## src/rtl/wb_arbiter_if.sv

```systemverilog
// Bus bundle between the result producers (ALU, load unit) and the write-back arbiter.
// Handshake: a load transfers on a rising edge where ld_valid_i && ld_ready_o are
// both high; the ALU stream has valid only and is always accepted.
interface wb_arbiter_if #(
  parameter int DEPTH = 4
);
  localparam int CW = $clog2(DEPTH) + 1;

  logic          alu_valid_i;
  logic [4:0]    alu_rd_i;
  logic [31:0]   alu_data_i;
  logic          ld_valid_i;
  logic          ld_ready_o;
  logic [4:0]    ld_rd_i;
  logic [31:0]   ld_data_i;
  logic [4:0]    rsW_o;
  logic [31:0]   dataW_o;
  logic          RegWEn_o;
  logic [31:0]   pending_mask_o;
  logic [CW-1:0] count_o;

  // Producer side: drives results, observes the write port and status.
  modport master (
    output alu_valid_i, alu_rd_i, alu_data_i,
    output ld_valid_i, ld_rd_i, ld_data_i,
    input  ld_ready_o,
    input  rsW_o, dataW_o, RegWEn_o, pending_mask_o, count_o
  );

  // Arbiter side.
  modport slave (
    input  alu_valid_i, alu_rd_i, alu_data_i,
    input  ld_valid_i, ld_rd_i, ld_data_i,
    output ld_ready_o,
    output rsW_o, dataW_o, RegWEn_o, pending_mask_o, count_o
  );
endinterface

```

## src/rtl/wb_arbiter.sv

```systemverilog
// Write-back arbiter: ALU results win the register-file write port every cycle;
// load returns wait in a small FIFO and drain when the ALU is silent. An ALU
// write kills any queued load to the same register so the younger value wins.
module wb_arbiter #(
  parameter int DEPTH = 4
) (
  input logic         clk_i,
  input logic         rst_i,
  wb_arbiter_if.slave bus
);
  localparam int PW = $clog2(DEPTH);
  localparam int CW = PW + 1;

  logic [4:0]    rd_q   [DEPTH];
  logic [31:0]   data_q [DEPTH];
  logic [DEPTH-1:0] live_q;
  logic [PW-1:0] wptr_q;
  logic [PW-1:0] rptr_q;
  logic [CW-1:0] count_q;
  logic [4:0]    rs_q;
  logic [31:0]   wdata_q;
  logic          we_q;

  logic          alu_wr;
  logic          ld_ready;
  logic          push;
  logic          pop;
  logic          push_live;
  logic [31:0]   mask;

  // Decode this cycle's ALU write, load handshake, push and pop.
  always_comb begin
    alu_wr    = bus.alu_valid_i && (bus.alu_rd_i != 5'd0);
    ld_ready  = !rst_i && (count_q < CW'(DEPTH));
    // rd==0 loads complete the handshake but never occupy a slot.
    push      = bus.ld_valid_i && ld_ready && (bus.ld_rd_i != 5'd0);
    // The ALU owns the port; the FIFO only drains in ALU-idle cycles.
    pop       = !alu_wr && (count_q != '0);
    push_live = !(alu_wr && (bus.alu_rd_i == bus.ld_rd_i));
  end

  // FIFO storage, pointers, occupancy and the registered write port.
  always_ff @(posedge clk_i) begin
    if (rst_i) begin
      live_q  <= '0;
      wptr_q  <= '0;
      rptr_q  <= '0;
      count_q <= '0;
      rs_q    <= '0;
      wdata_q <= '0;
      we_q    <= 1'b0;
    end else begin
      // WAW kill of queued entries; the push below overrides its own slot.
      for (int i = 0; i < DEPTH; i++) begin
        if (alu_wr && (rd_q[i] == bus.alu_rd_i)) live_q[i] <= 1'b0;
      end
      if (push) begin
        rd_q[wptr_q]   <= bus.ld_rd_i;
        data_q[wptr_q] <= bus.ld_data_i;
        live_q[wptr_q] <= push_live;
        wptr_q         <= wptr_q + PW'(1);
      end
      if (pop) begin
        live_q[rptr_q] <= 1'b0;
        rptr_q         <= rptr_q + PW'(1);
      end
      count_q <= count_q + CW'(push) - CW'(pop);

      if (alu_wr) begin
        rs_q    <= bus.alu_rd_i;
        wdata_q <= bus.alu_data_i;
        we_q    <= 1'b1;
      end else if (pop) begin
        rs_q    <= rd_q[rptr_q];
        wdata_q <= data_q[rptr_q];
        we_q    <= live_q[rptr_q];
      end else begin
        we_q    <= 1'b0;
      end
    end
  end

  // Pending-write mask: live is only ever set on an occupied slot, so it alone
  // identifies queued loads that will still write.
  always_comb begin
    mask = '0;
    for (int i = 0; i < DEPTH; i++) begin
      if (live_q[i]) mask[rd_q[i]] = 1'b1;
    end
    mask[0] = 1'b0;
  end

  assign bus.ld_ready_o     = ld_ready;
  assign bus.rsW_o          = rs_q;
  assign bus.dataW_o        = wdata_q;
  assign bus.RegWEn_o       = we_q;
  assign bus.pending_mask_o = mask;
  assign bus.count_o        = count_q;
endmodule

```

## src/flat_wrapper.sv

```systemverilog
// flat-port wrapper written by rule: the top's interface ports become plain ports
module wb_arbiter_flat 
#(
  parameter int DEPTH = 4
)
  (clk_i, rst_i, bus_alu_valid_i, bus_alu_rd_i, bus_alu_data_i, bus_ld_valid_i, bus_ld_rd_i, bus_ld_data_i, bus_ld_ready_o, bus_rsW_o, bus_dataW_o, bus_RegWEn_o, bus_pending_mask_o, bus_count_o);
  wb_arbiter_if #(.DEPTH(DEPTH)) bus_i ();
  input logic clk_i;
  input logic rst_i;
  input wire logic [$bits(bus_i.alu_valid_i)-1:0] bus_alu_valid_i;
  input wire logic [$bits(bus_i.alu_rd_i)-1:0] bus_alu_rd_i;
  input wire logic [$bits(bus_i.alu_data_i)-1:0] bus_alu_data_i;
  input wire logic [$bits(bus_i.ld_valid_i)-1:0] bus_ld_valid_i;
  input wire logic [$bits(bus_i.ld_rd_i)-1:0] bus_ld_rd_i;
  input wire logic [$bits(bus_i.ld_data_i)-1:0] bus_ld_data_i;
  output wire logic [$bits(bus_i.ld_ready_o)-1:0] bus_ld_ready_o;
  output wire logic [$bits(bus_i.rsW_o)-1:0] bus_rsW_o;
  output wire logic [$bits(bus_i.dataW_o)-1:0] bus_dataW_o;
  output wire logic [$bits(bus_i.RegWEn_o)-1:0] bus_RegWEn_o;
  output wire logic [$bits(bus_i.pending_mask_o)-1:0] bus_pending_mask_o;
  output wire logic [$bits(bus_i.count_o)-1:0] bus_count_o;
  assign bus_i.alu_valid_i = bus_alu_valid_i;
  assign bus_i.alu_rd_i = bus_alu_rd_i;
  assign bus_i.alu_data_i = bus_alu_data_i;
  assign bus_i.ld_valid_i = bus_ld_valid_i;
  assign bus_i.ld_rd_i = bus_ld_rd_i;
  assign bus_i.ld_data_i = bus_ld_data_i;
  assign bus_ld_ready_o = bus_i.ld_ready_o;
  assign bus_rsW_o = bus_i.rsW_o;
  assign bus_dataW_o = bus_i.dataW_o;
  assign bus_RegWEn_o = bus_i.RegWEn_o;
  assign bus_pending_mask_o = bus_i.pending_mask_o;
  assign bus_count_o = bus_i.count_o;
  wb_arbiter #(.DEPTH(DEPTH)) u_core (.clk_i(clk_i), .rst_i(rst_i), .bus(bus_i));
endmodule
```

## config.mk

```make
export PLATFORM = sky130hd
export DESIGN_NAME = wb_arbiter_flat
export DESIGN_NICKNAME = d
export VERILOG_FILES = /design/src/rtl/wb_arbiter_if.sv /design/src/rtl/wb_arbiter.sv /design/src/flat_wrapper.sv
export SDC_FILE = /design/constraint.sdc
export NUM_CORES = 1
export LEC_CHECK = 0
export BUFFER_PORTS_ARGS = -buffer_cell sky130_fd_sc_hd__buf_2
export CORE_MARGIN = 4
export CORE_UTILIZATION = 55
export DETAILED_ROUTE_END_ITERATION = 8
export PLACE_DENSITY_LB_ADDON = 0.2
export RECOVER_POWER = 25
export SLEW_MARGIN = 20
export SYNTH_ARGS = -nofsm -noshare
export SYNTH_HDL_FRONTEND = slang
export SYNTH_SLANG_ARGS = --single-unit
```

## constraint.sdc

```tcl
create_clock -name clk_i -period 3.7 [get_ports clk_i]
set_input_delay 0.37 -clock clk_i [delete_from_list [all_inputs] [get_ports clk_i]]
set_output_delay 0.37 -clock clk_i [all_outputs]
set_load 0.05 [all_outputs]
```

## Word level (Yosys, flattened, before mapping)

Memories as Yosys holds them, arrays and structs flattened. A register that Yosys moved wholly into a read port is not among the register bits.
Index checks and enable logic that the tools add are counted.

| word-level totals | value |
|---|---|
| register bits after elaboration | 49 |
| RAM bits | 148 |
| input port bits | 78 |
| logic and storage cells | 102 |
| memories | 2 |

Memories:

| name | words | width | rd ports | clocked after memory_dff | write ports | RTL line | text |
|---|---|---|---|---|---|---|---|
| u_core.data_q | 4 | 32 | 1 | 1 | 1 | wb_arbiter.sv:15 | `logic [31:0] data_q [DEPTH];` |
| u_core.rd_q | 4 | 5 | 5 | 1 | 1 | wb_arbiter.sv:14 | `logic [4:0] rd_q [DEPTH];` |

| cells by class | value |
|---|---|
| add/subtract/negate cells | 4 |
| order comparisons | 13 |
| equality and inequality tests | 5 |
| muxes and demuxes | 43 |
| bitwise logic cells | 5 |
| reductions and logical operators | 23 |

Operators by type and width:

| cell | count |
|---|---|
| $mux W32 | 6 |
| $or A32 B32 Y32 | 3 |
| $eq A5 B5 Y1 | 5 |
| $lt A5 B6 Y1 const B | 4 |
| $demux W1 S5 | 4 |
| $ge A5 B1 Y1 const B | 4 |
| $mux W1 | 20 |
| $logic_and A1 B1 Y1 | 16 |
| $mux W4 | 3 |
| $mux W5 | 2 |
| $reduce_bool A5 Y1 | 2 |
| $mux W2 | 4 |
| $lt A2 B3 Y1 const B | 2 |
| $add A2 B1 Y2 const B | 2 |
| $and A4 B4 Y4 | 1 |
| $bwmux W4 | 1 |
| $demux W1 S2 | 2 |
| $ge A2 B1 Y1 const B | 2 |
| $not A4 Y4 | 1 |
| $add A3 B1 Y3 | 1 |
| $logic_not A1 Y1 | 3 |
| $lt A3 B3 Y1 const B | 1 |
| $reduce_bool A3 Y1 | 1 |
| $sub A3 B1 Y3 | 1 |
| other kinds (2) | 2 |

## Depth between registers and ports, before layout

Gate-level depths: netlist of the first run.
An unclocked memory read counts as a cell.

| depth | value |
|---|---|
| depth in word-level cells | 12 |
| depth in mapped cells | 12 |
| depth with buffers taken out | 11 |

## Least setup slack after synthesis of the first run

OpenSTA, ideal clock, no wires.

| timing path | value |
|---|---|
| path kind | register to register |
| start point | reg u_core.count_q[2], in the netlist u_core.bus.count_o[2] |
| end point | reg u_core.live_q[2] |
| setup time | 0.080 ns |
| data arrival time | 3.266 ns |
| path slack | 0.354 ns |
| cell stages (with the launch flop) | 7 |
| period minus slack after synthesis | 3.346 ns |
| path through | dfxtp_1 > nor2_1 > o311a_1 > buf_2 > and2_1 > mux2_2 > a211oi_2 |

| on the way | value |
|---|---|
| longest elaborated chain between the ends | 8 |

RTL lines:

| what | RTL line | text |
|---|---|---|
| from (decl) | wb_arbiter.sv:19 | `logic [CW-1:0] count_q;` |
| from (signal assigned) | wb_arbiter.sv:67 | `count_q <= count_q + CW'(push) - CW'(pop);` |
| $lt A3 B3 Y1 * | wb_arbiter.sv:34 | `ld_ready = !rst_i && (count_q < CW'(DEPTH));` |
| $logic_and A1 B1 Y1 * | wb_arbiter.sv:34 |  |
| via bus_ld_ready_o | flat_wrapper.sv:16 | `output wire logic [$bits(bus_i.ld_ready_o)-1:0] bus_ld_ready_o;` |
| $logic_and A1 B1 Y1 * (2 in series) | wb_arbiter.sv:36 | `push = bus.ld_valid_i && ld_ready && (bus.ld_rd_i != 5'd0);` |
| $mux W4 * | wb_arbiter.sv:57 | `if (push) begin` |
| $mux W4 * | wb_arbiter.sv:44 | `if (rst_i) begin` |
| $and A4 B4 Y4 (no source line) | - |  |
| $mux W4 * | wb_arbiter.sv:63 | `if (pop) begin` |
| to (signal, indexed assignment) | wb_arbiter.sv:60 | `live_q[wptr_q] <= push_live;` |
| to (decl) | wb_arbiter.sv:16 | `logic [DEPTH-1:0] live_q;` |

The timed path passes the listed nets; every way through them passes the cells marked *. The select of a mux whose other input is x is not followed.
A chain may end at the register's enable or synchronous reset.

==> run_results.csv, run 1 <==
group,metric,value,unit
synthesis,ys_seq_area_frac,0.6084,
timing,grt_setup_unrepaired,"false",
worst_setup_path,path_buf_inv,1,
synthesis,syn_area,8982,um^2
timing,timing.fmax,369.8,MHz
timing,max_slew_margin,0.3049,
synthesis,synth_edf_count,148,
cts,clockBufferDepth,2,
detailed_routing,num_vias,6166,
pwr,switchingPower,2094,uW
die,start_util,0.5634,
detailed_routing,wire_per_inst,21.83,um
worst_setup_path,worst-path-max-fanout,9,
worst_setup_path,critical_path_class,"reg2out",
worst_setup_path,crit_chain,"nor2b_1 -> nor2b_1 -> nand2_1 -> o21ai_0 -> a221o_1 -> buf_2",
timing,tightest_slew,1043,ps
detailed_routing,wl,22.29,mm
global_route,grt_use_total,0.2494,
detailed_routing,ant_nets,0,
cts,clk_latency,430,ps
final_layout,drive_above_1_share,0.2761,
pwr,p_per_area,593.6,nW/um^2
die,io_pins,152,
die,die_w,135.8,um
die,die_y,135.8,um
worst_setup_path,cp-start-kind,"flip-flop",
synthesis,synth-async-reset-ratio,0,
final_layout,fill_cells,1234,
worst_setup_path,critical_path.max_stage_delay,630,ps
worst_hold_path,min_path_type,"in2reg",
die,core,15940,um^2
pwr,power.internal,4054,uW
cts,clk_pin_slew,70,ps
final_layout,fin_nets,881,
pwr,p_clk_frac,0.278,
worst_setup_path,critical_path.top_delay_family,"simple AND/OR/NAND/NOR gates",
pwr,p_seq_frac,0.449,
status,run_status,"complete, no violations",
synthesis,ys.flop_type,"edfxtp_1",
synthesis,avgSynthCellArea,13.43,um^2
synthesis,syn_inst,669,
global_route,grt-ovfl-total,0,
synthesis,yosys_warnings,0,
worst_hold_path,min_to,"u_core.data_q[0][23]$_DFFE_PP_",
worst_setup_path,r2r_cells,5,
timing,min_period,2704,ps
detailed_routing,vias_per_cell,6.039,
cts,cts.sink_count,199,
cts,cts_resized,0,
die,die-area,18440,um^2
flow_run,drv_cap,0,
global_route,grt_pass1_vias,6340,
final_layout,mostFrequentLayoutCell,"edfxtp_1",
pwr,irDropWorstVdd,0.3285,mV
cts,ctsHtreeMaxLevel,4,
worst_setup_path,cp-end-kind,"output pin",
worst_setup_path,worstReg2RegStart,"u_core.bus.count_o[2]$_SDFF_PP0_",
synthesis,ys_ff_latch,199,
worst_setup_path,crit_arrival,2330,ps
final_layout,postLayoutCellArea,10360,um^2
detailed_routing,drt_iter0_markers,578,
die,row_count,46,
pwr,p_sw_frac,0.3406,
global_route,grt_start_max_net_pins,52,
timing,fin_tns_setup,0,ps
worst_setup_path,r2r_end,"u_core.live_q[2]$_SDFF_PP0_",
timing,finalSetupViolations,0,
timing,hold_viol_final,0,
worst_hold_path,holdPathStages,1,
worst_hold_path,hold_start,"bus_ld_data_i[23]",
final_layout,area_growth,15.29,%
pwr,p_comb_frac,0.273,
synthesis,synth_cell_types,49,
final_layout,final_cell_mix,"148 x edfxtp_1, 122 x buf_2, 87 x nand2_1, 56 x nor2_1, 49 x dfxtp_1",
cts,cts_buffers,17,
detailed_routing,drc,0,
worst_setup_path,cp_common_cell,"nor2b_1",
cts,hold_buffers,0,
placed_design,place.gp.congestion,0.9137,
worst_setup_path,crit_required,3330,ps
timing,finalClockSkew,7.056,ps
pwr,p_leak,0.003659,uW
timing,finalMaxSlewViolations,0,
cts,postCtsSetupRepairBufs,0,
cts,cts_root_buf,"clkbuf_16",
placed_design,io_buffers,150,
synthesis,syn-num-nets,758,
timing,timing.final.crit_share,0.7308,
placed_design,dp_hpwl,14.30,mm
worst_setup_path,cp_slowest_cell,"edfxtp_1",
detailed_routing,drt_first_pass_iters,4,
global_route,grt_pass1_wl,34.87,mm
worst_setup_path,r2r_setup_slack,1150,ps
cts,cts_tree,"done",
global_route,antenna_found_initial,0,
pwr,p_total,6148,uW
placed_design,placed_area,9839,um^2
[layer usage]
layer,vias up,wire length [um],part of all wire,GRT usage
met1,3065,9583,0.43,0.3380
met2,239,10750,0.48,0.4043
li1,2826,-,-,-
met3,36,1503,0.067,0.05646
met4,0,453,0.020,0.08063
met5,-,0,0,0
[area by class of cell]
| type | instances | area (um^2) | area share |
|---|---|---|---|
| multi-input cells | 406 | 3253 | 0.3141 |
| well taps | 216 | 270.3 | 0.02610 |
| diodes | 1 | 2.502 | 0.0002416 |
| clock inverters | 13 | 120.1 | 0.01160 |
| flip-flops and latches | 199 | 5468 | 0.5280 |
| repair buffers | 158 | 775.7 | 0.07491 |
| clock buffers | 18 | 429.2 | 0.04144 |
| inverters | 10 | 37.54 | 0.003624 |
[registers in the layout (all words and copies together) (netlist names), named ones only]
| signal | flops |
|---|---|
| u_core.bus.RegWEn_o | 1 |
| u_core.rd_q | 20 |
| u_core.bus.rsW_o | 5 |
| u_core.bus.count_o | 3 |
| u_core.data_q | 128 |
| u_core.live_q | 4 |
| u_core.rptr_q | 2 |
| u_core.bus.dataW_o | 32 |
| u_core.wptr_q | 2 |
[metrics by stage]
step                worst slack [ps]  std cells  utilization  hold slack, ps
floorplan                      354.2        669            -           468.9
global placement               728.2        989       0.6172           464.9
detailed placement             659.0        989       0.6172           468.7
CTS                             1073       1020       0.6516           136.3
global route                   913.5       1020       0.6494           160.8
finish                         996.0       1021       0.6496           173.8
[cells in the mapped netlist, types with 13 or more instances]
cell      instances  area share
dfxtp_1          51        0.11
o221ai_1         13       0.013
a311oi_1         35       0.034
buf_2            13      0.0072
clkbuf_1         38       0.016
nor2_1           56       0.023
edfxtp_1        148        0.49
xnor2_1          18       0.018
nand2_1          87       0.036
mux4_2           38       0.095
a221o_1          13       0.014
[power by group through the flow]
stage | sequential (uW) | combinational, uW | clock (uW)
final | 2760 | 1680 | 1710
after global routing | 2790 | 1820 | 1830
after CTS | 2770 | 1700 | 1730
after detailed placement | 2810 | 1690 | 0
after global placement | 2810 | 1660 | 0
after floorplan | 3010 | 1010 | 0
[cell families (layout without fill, tap and decap cells)]
logic type	count (synthesis)	count (layout)	share of synthesized area
AO/OA/AOI/OAI	114	114	0.1039
buffers and inverters	64	199	0.03023
other	1	2	0.0004175
XOR/XNOR	29	29	0.02828
flip-flops	199	199	0.6084
adder cells (fa/ha/maj)	11	11	0.01616
AND/OR/NAND/NOR	207	207	0.1100
multiplexers	44	44	0.1025
[worst max path at each step]
| stage | startpoint | end | slack [ps] | cells past startpoint |
|---|---|---|---|---|
| 6_report | u_core.rd_q[1][3]$_DFFE_PP_ | bus_pending_mask_o[10] | 1000 | 6 |
| 5_1_grt | bus_alu_rd_i[0] | u_core.bus.count_o[2]$_SDFF_PP0_ | 910 | 12 |
| 4_1_cts | u_core.rd_q[1][3]$_DFFE_PP_ | bus_pending_mask_o[10] | 1070 | 6 |
| 3_5_place_dp | bus_alu_rd_i[0] | u_core.bus.count_o[2]$_SDFF_PP0_ | 660 | 12 |
| 2_1_floorplan | u_core.bus.count_o[2]$_SDFF_PP0_ | u_core.live_q[2]$_SDFF_PP0_ | 350 | 6 |
| 3_3_place_gp | bus_alu_rd_i[0] | u_core.bus.count_o[2]$_SDFF_PP0_ | 730 | 12 |
No activity file was read; power rests on OpenSTA's default activity.
==> run 2: changes to the inputs <==
--- a/config.mk
+++ b/config.mk
@@ -5,9 +5,10 @@
 export SDC_FILE = /design/constraint.sdc
 export NUM_CORES = 1
 export LEC_CHECK = 0
+export ABC_AREA = 1
 export BUFFER_PORTS_ARGS = -buffer_cell sky130_fd_sc_hd__buf_2
 export CORE_MARGIN = 4
-export CORE_UTILIZATION = 55
+export CORE_UTILIZATION = 51
 export DETAILED_ROUTE_END_ITERATION = 8
 export PLACE_DENSITY_LB_ADDON = 0.2
 export RECOVER_POWER = 25
==> constraint.sdc (replaced) <==
create_clock -name clk_i -period 2.3 [get_ports clk_i]
set_input_delay 0.23 -clock clk_i [delete_from_list [all_inputs] [get_ports clk_i]]
set_output_delay 0.23 -clock clk_i [all_outputs]
set_load 0.05 [all_outputs]
==> run_results.csv, run 2 <==
group,metric,value,unit
status,run_status,"complete, no violations",
cts,clk_latency,420,ps
worst_setup_path,crit_required,2070,ps
timing,finalSetupViolations,0,
final_layout,drive_above_1_share,0.1844,
synthesis,yosys.area.top_type_share,0.4774,
synthesis,syn_inst,970,
cts,cts_tree,"done",
pwr,irDropWorstVdd,0.9941,mV
pwr,p_seq_frac,0.418,
cts,clockBufferDepth,2,
global_route,grt_start_max_net_pins,75,
final_layout,final_cell_mix,"160 x nand2_1, 148 x edfxtp_1, 131 x nor2_1, 121 x buf_2, 115 x o21ai_0",
synthesis,yosys_warnings,0,
worst_setup_path,r2r_cells,12,
timing,finalClockSkew,6.277,ps
synthesis,syn-num-nets,1059,
die,die_w,143.1,um
worst_setup_path,crit_chain,"nand3_1 -> o22a_1 -> o221ai_1 -> buf_2",
worst_hold_path,min_to,"u_core.data_q[2][10]$_DFFE_PP_",
final_layout,largest_register_ff_count,128,
timing,hold_viol_final,0,
timing,finalMaxSlewViolations,0,
synthesis,synth_edf_count,148,
detailed_routing,wire_per_inst,17.31,um
global_route,grt_pass1_wl,36.58,mm
pwr,p_sw_frac,0.3678,
synthesis,synth_common_cells,"160 x nand2_1, 148 x edfxtp_1, 131 x nor2_1",
timing,timing.final.crit_share,0.9816,
worst_hold_path,min_path_type,"in2reg",
timing,tightest_slew,723.7,ps
detailed_routing,drt_iter0_markers,541,
worst_setup_path,worst-path-max-fanout,8,
final_layout,mostFrequentLayoutCell,"nand2_1",
synthesis,synthTopCellsByArea,"edfxtp_1 48%, dfxtp_1 11%, nand2_1 6.5%",
synthesis,synth-async-reset-ratio,0,
die,row_count,49,
cts,cts.sink_count,199,
worst_setup_path,cp_slowest_cell,"dfxtp_1",
timing,max_slew_margin,0.5146,
synthesis,syn_area,9310,um^2
cts,clk_pin_slew,70,ps
pwr,switchingPower,3872,uW
final_layout,area_growth,17.22,%
timing,timing.fmax,442.9,MHz
pwr,power.internal,6654,uW
die,core,17960,um^2
global_route,grt_use_total,0.2301,
die,io_pins,152,
timing,grt_setup_unrepaired,"true",
timing,fin_ws,42.31,ps
global_route,grt_pass1_vias,6982,
worst_hold_path,hold_start,"bus_ld_data_i[10]",
cts,cts_buffers,17,
die,die_y,143.1,um
pwr,p_leak,0.004425,uW
final_layout,regMostFlops,"u_core.data_q",
synthesis,synth_cell_types,36,
synthesis,avgSynthCellArea,9.598,um^2
global_route,antenna_found_initial,1,
worst_setup_path,worstReg2RegStart,"u_core.bus.count_o[1]$_SDFF_PP0_",
synthesis,ys_ff_latch,199,
cts,ctsHtreeMaxLevel,4,
synthesis,ys.flop_type,"edfxtp_1",
final_layout,fin_nets,1204,
pwr,p_total,10530,uW
placed_design,place.gp.congestion,0.9547,
detailed_routing,drc,0,
pwr,p_clk_frac,0.267,
worst_setup_path,r2r_setup_slack,320,ps
worst_setup_path,r2r_end,"u_core.bus.count_o[2]$_SDFF_PP0_",
detailed_routing,ant_nets,0,
worst_setup_path,cp-end-kind,"output pin",
synthesis,synth_top_cell_by_area,"edfxtp_1",
die,start_util,0.5183,
detailed_routing,drt_first_pass_iters,6,
placed_design,placed_area,10320,um^2
cts,cts_root_buf,"clkbuf_16",
die,die-area,20480,um^2
final_layout,postLayoutCellArea,10910,um^2
synthesis,yosysMostFrequentCell,"nand2_1",
pwr,p_comb_frac,0.315,
pwr,p_per_area,964.5,nW/um^2
global_route,grt-ovfl-total,0,
detailed_routing,wl,23.49,mm
timing,whs,35.01,ps
synthesis,ys_seq_area_frac,0.5870,
detailed_routing,num_vias,7442,
placed_design,dp_slack,203.3,ps
worst_setup_path,critical_path.max_stage_delay,480,ps
placed_design,dp_hpwl,15.53,mm
worst_setup_path,cp-start-kind,"flip-flop",
flow_run,drv_cap,0,
worst_hold_path,holdPathStages,1,
worst_setup_path,crit_arrival,2030,ps
placed_design,io_buffers,150,
detailed_routing,vias_per_cell,5.484,
worst_setup_path,critical_path_class,"reg2out",
final_layout,diodes,0,
timing,min_period,2258,ps
[run 2: worst max-delay path by stage]
stage	start	to
CTS	u_core.rd_q[3][4]$_DFFE_PP_	bus_pending_mask_o[20]
detailed placement	bus_alu_rd_i[3]	u_core.bus.count_o[2]$_SDFF_PP0_
global placement	bus_alu_rd_i[3]	u_core.bus.count_o[2]$_SDFF_PP0_
finish	u_core.live_q[0]$_SDFF_PP0_	bus_pending_mask_o[3]
floorplan	u_core.bus.count_o[0]$_SDFF_PP0_	u_core.bus.count_o[2]$_SDFF_PP0_
global route	u_core.rd_q[3][4]$_DFFE_PP_	bus_pending_mask_o[20]
[run 2: final cells by class]
type                       count  area (um^2)
timing repair buffer         176        962.2
clock buffer                  21        440.4
sequential                   199         5475
multi-input combinational    643         3332
fill                        1547         7051
tap                          229        286.5
inverter                      78        297.8
clock inverter                11        118.9
[run 2: routing by layer]
layer  part of all wire  global-route usage  up-vias
met1               0.43              0.3126     3455
li1                   -                   -     3655
met2               0.47              0.3766      291
met4              0.020             0.06953        2
met5            0.00030                   0        -
met3              0.071             0.04555       39
[run 2: repair_timing]
action,4_1_cts,5_1_grt
endpoints found under the hold margin,12,0
resized for setup,0,6
hold buffers,3,0
setup buffers,0,1
endpoints found under the setup margin,0,14
[run 2: cells by family after synthesis]
family                   count (synthesis)  share of synthesized area
AO/OA/AOI/OAI                          229                     0.1466
flip-flops                             199                     0.5870
AND/OR/NAND/NOR                        381                     0.1704
XOR/XNOR                                21                    0.01976
adder cells (fa/ha/maj)                 11                    0.01559
other                                    1                  0.0004028
buffers and inverters                  128                    0.06021
[run 2: stage by stage]
stage	instances	util	TNS, ps
2_1_floorplan	970	-	0
3_3_place_gp	1321	0.5748	0
3_5_place_dp	1321	0.5748	0
4_1_cts	1356	0.6076	0
5_1_grt	1357	0.6075	-448.1
6_report	1357	0.6075	0
[run 2: critical path, delay by kind of cell (launching register included)]
kind,cells,cell delay [ps]
flip-flops,1,480
AO/OA/AOI/OAI,2,430
AND/OR/NAND/NOR,1,380
buffers and inverters,1,320
[run 2: power by group through the flow]
stage / clock [uW] / sequential [uW] / combinational, uW
after floorplan: 0 / 5070 / 1850
after global placement: 0 / 4470 / 3290
after detailed placement: 0 / 4480 / 3340
after CTS: 2850 / 4400 / 3350
after global routing: 3010 / 4440 / 3710
final: 2810 / 4400 / 3310
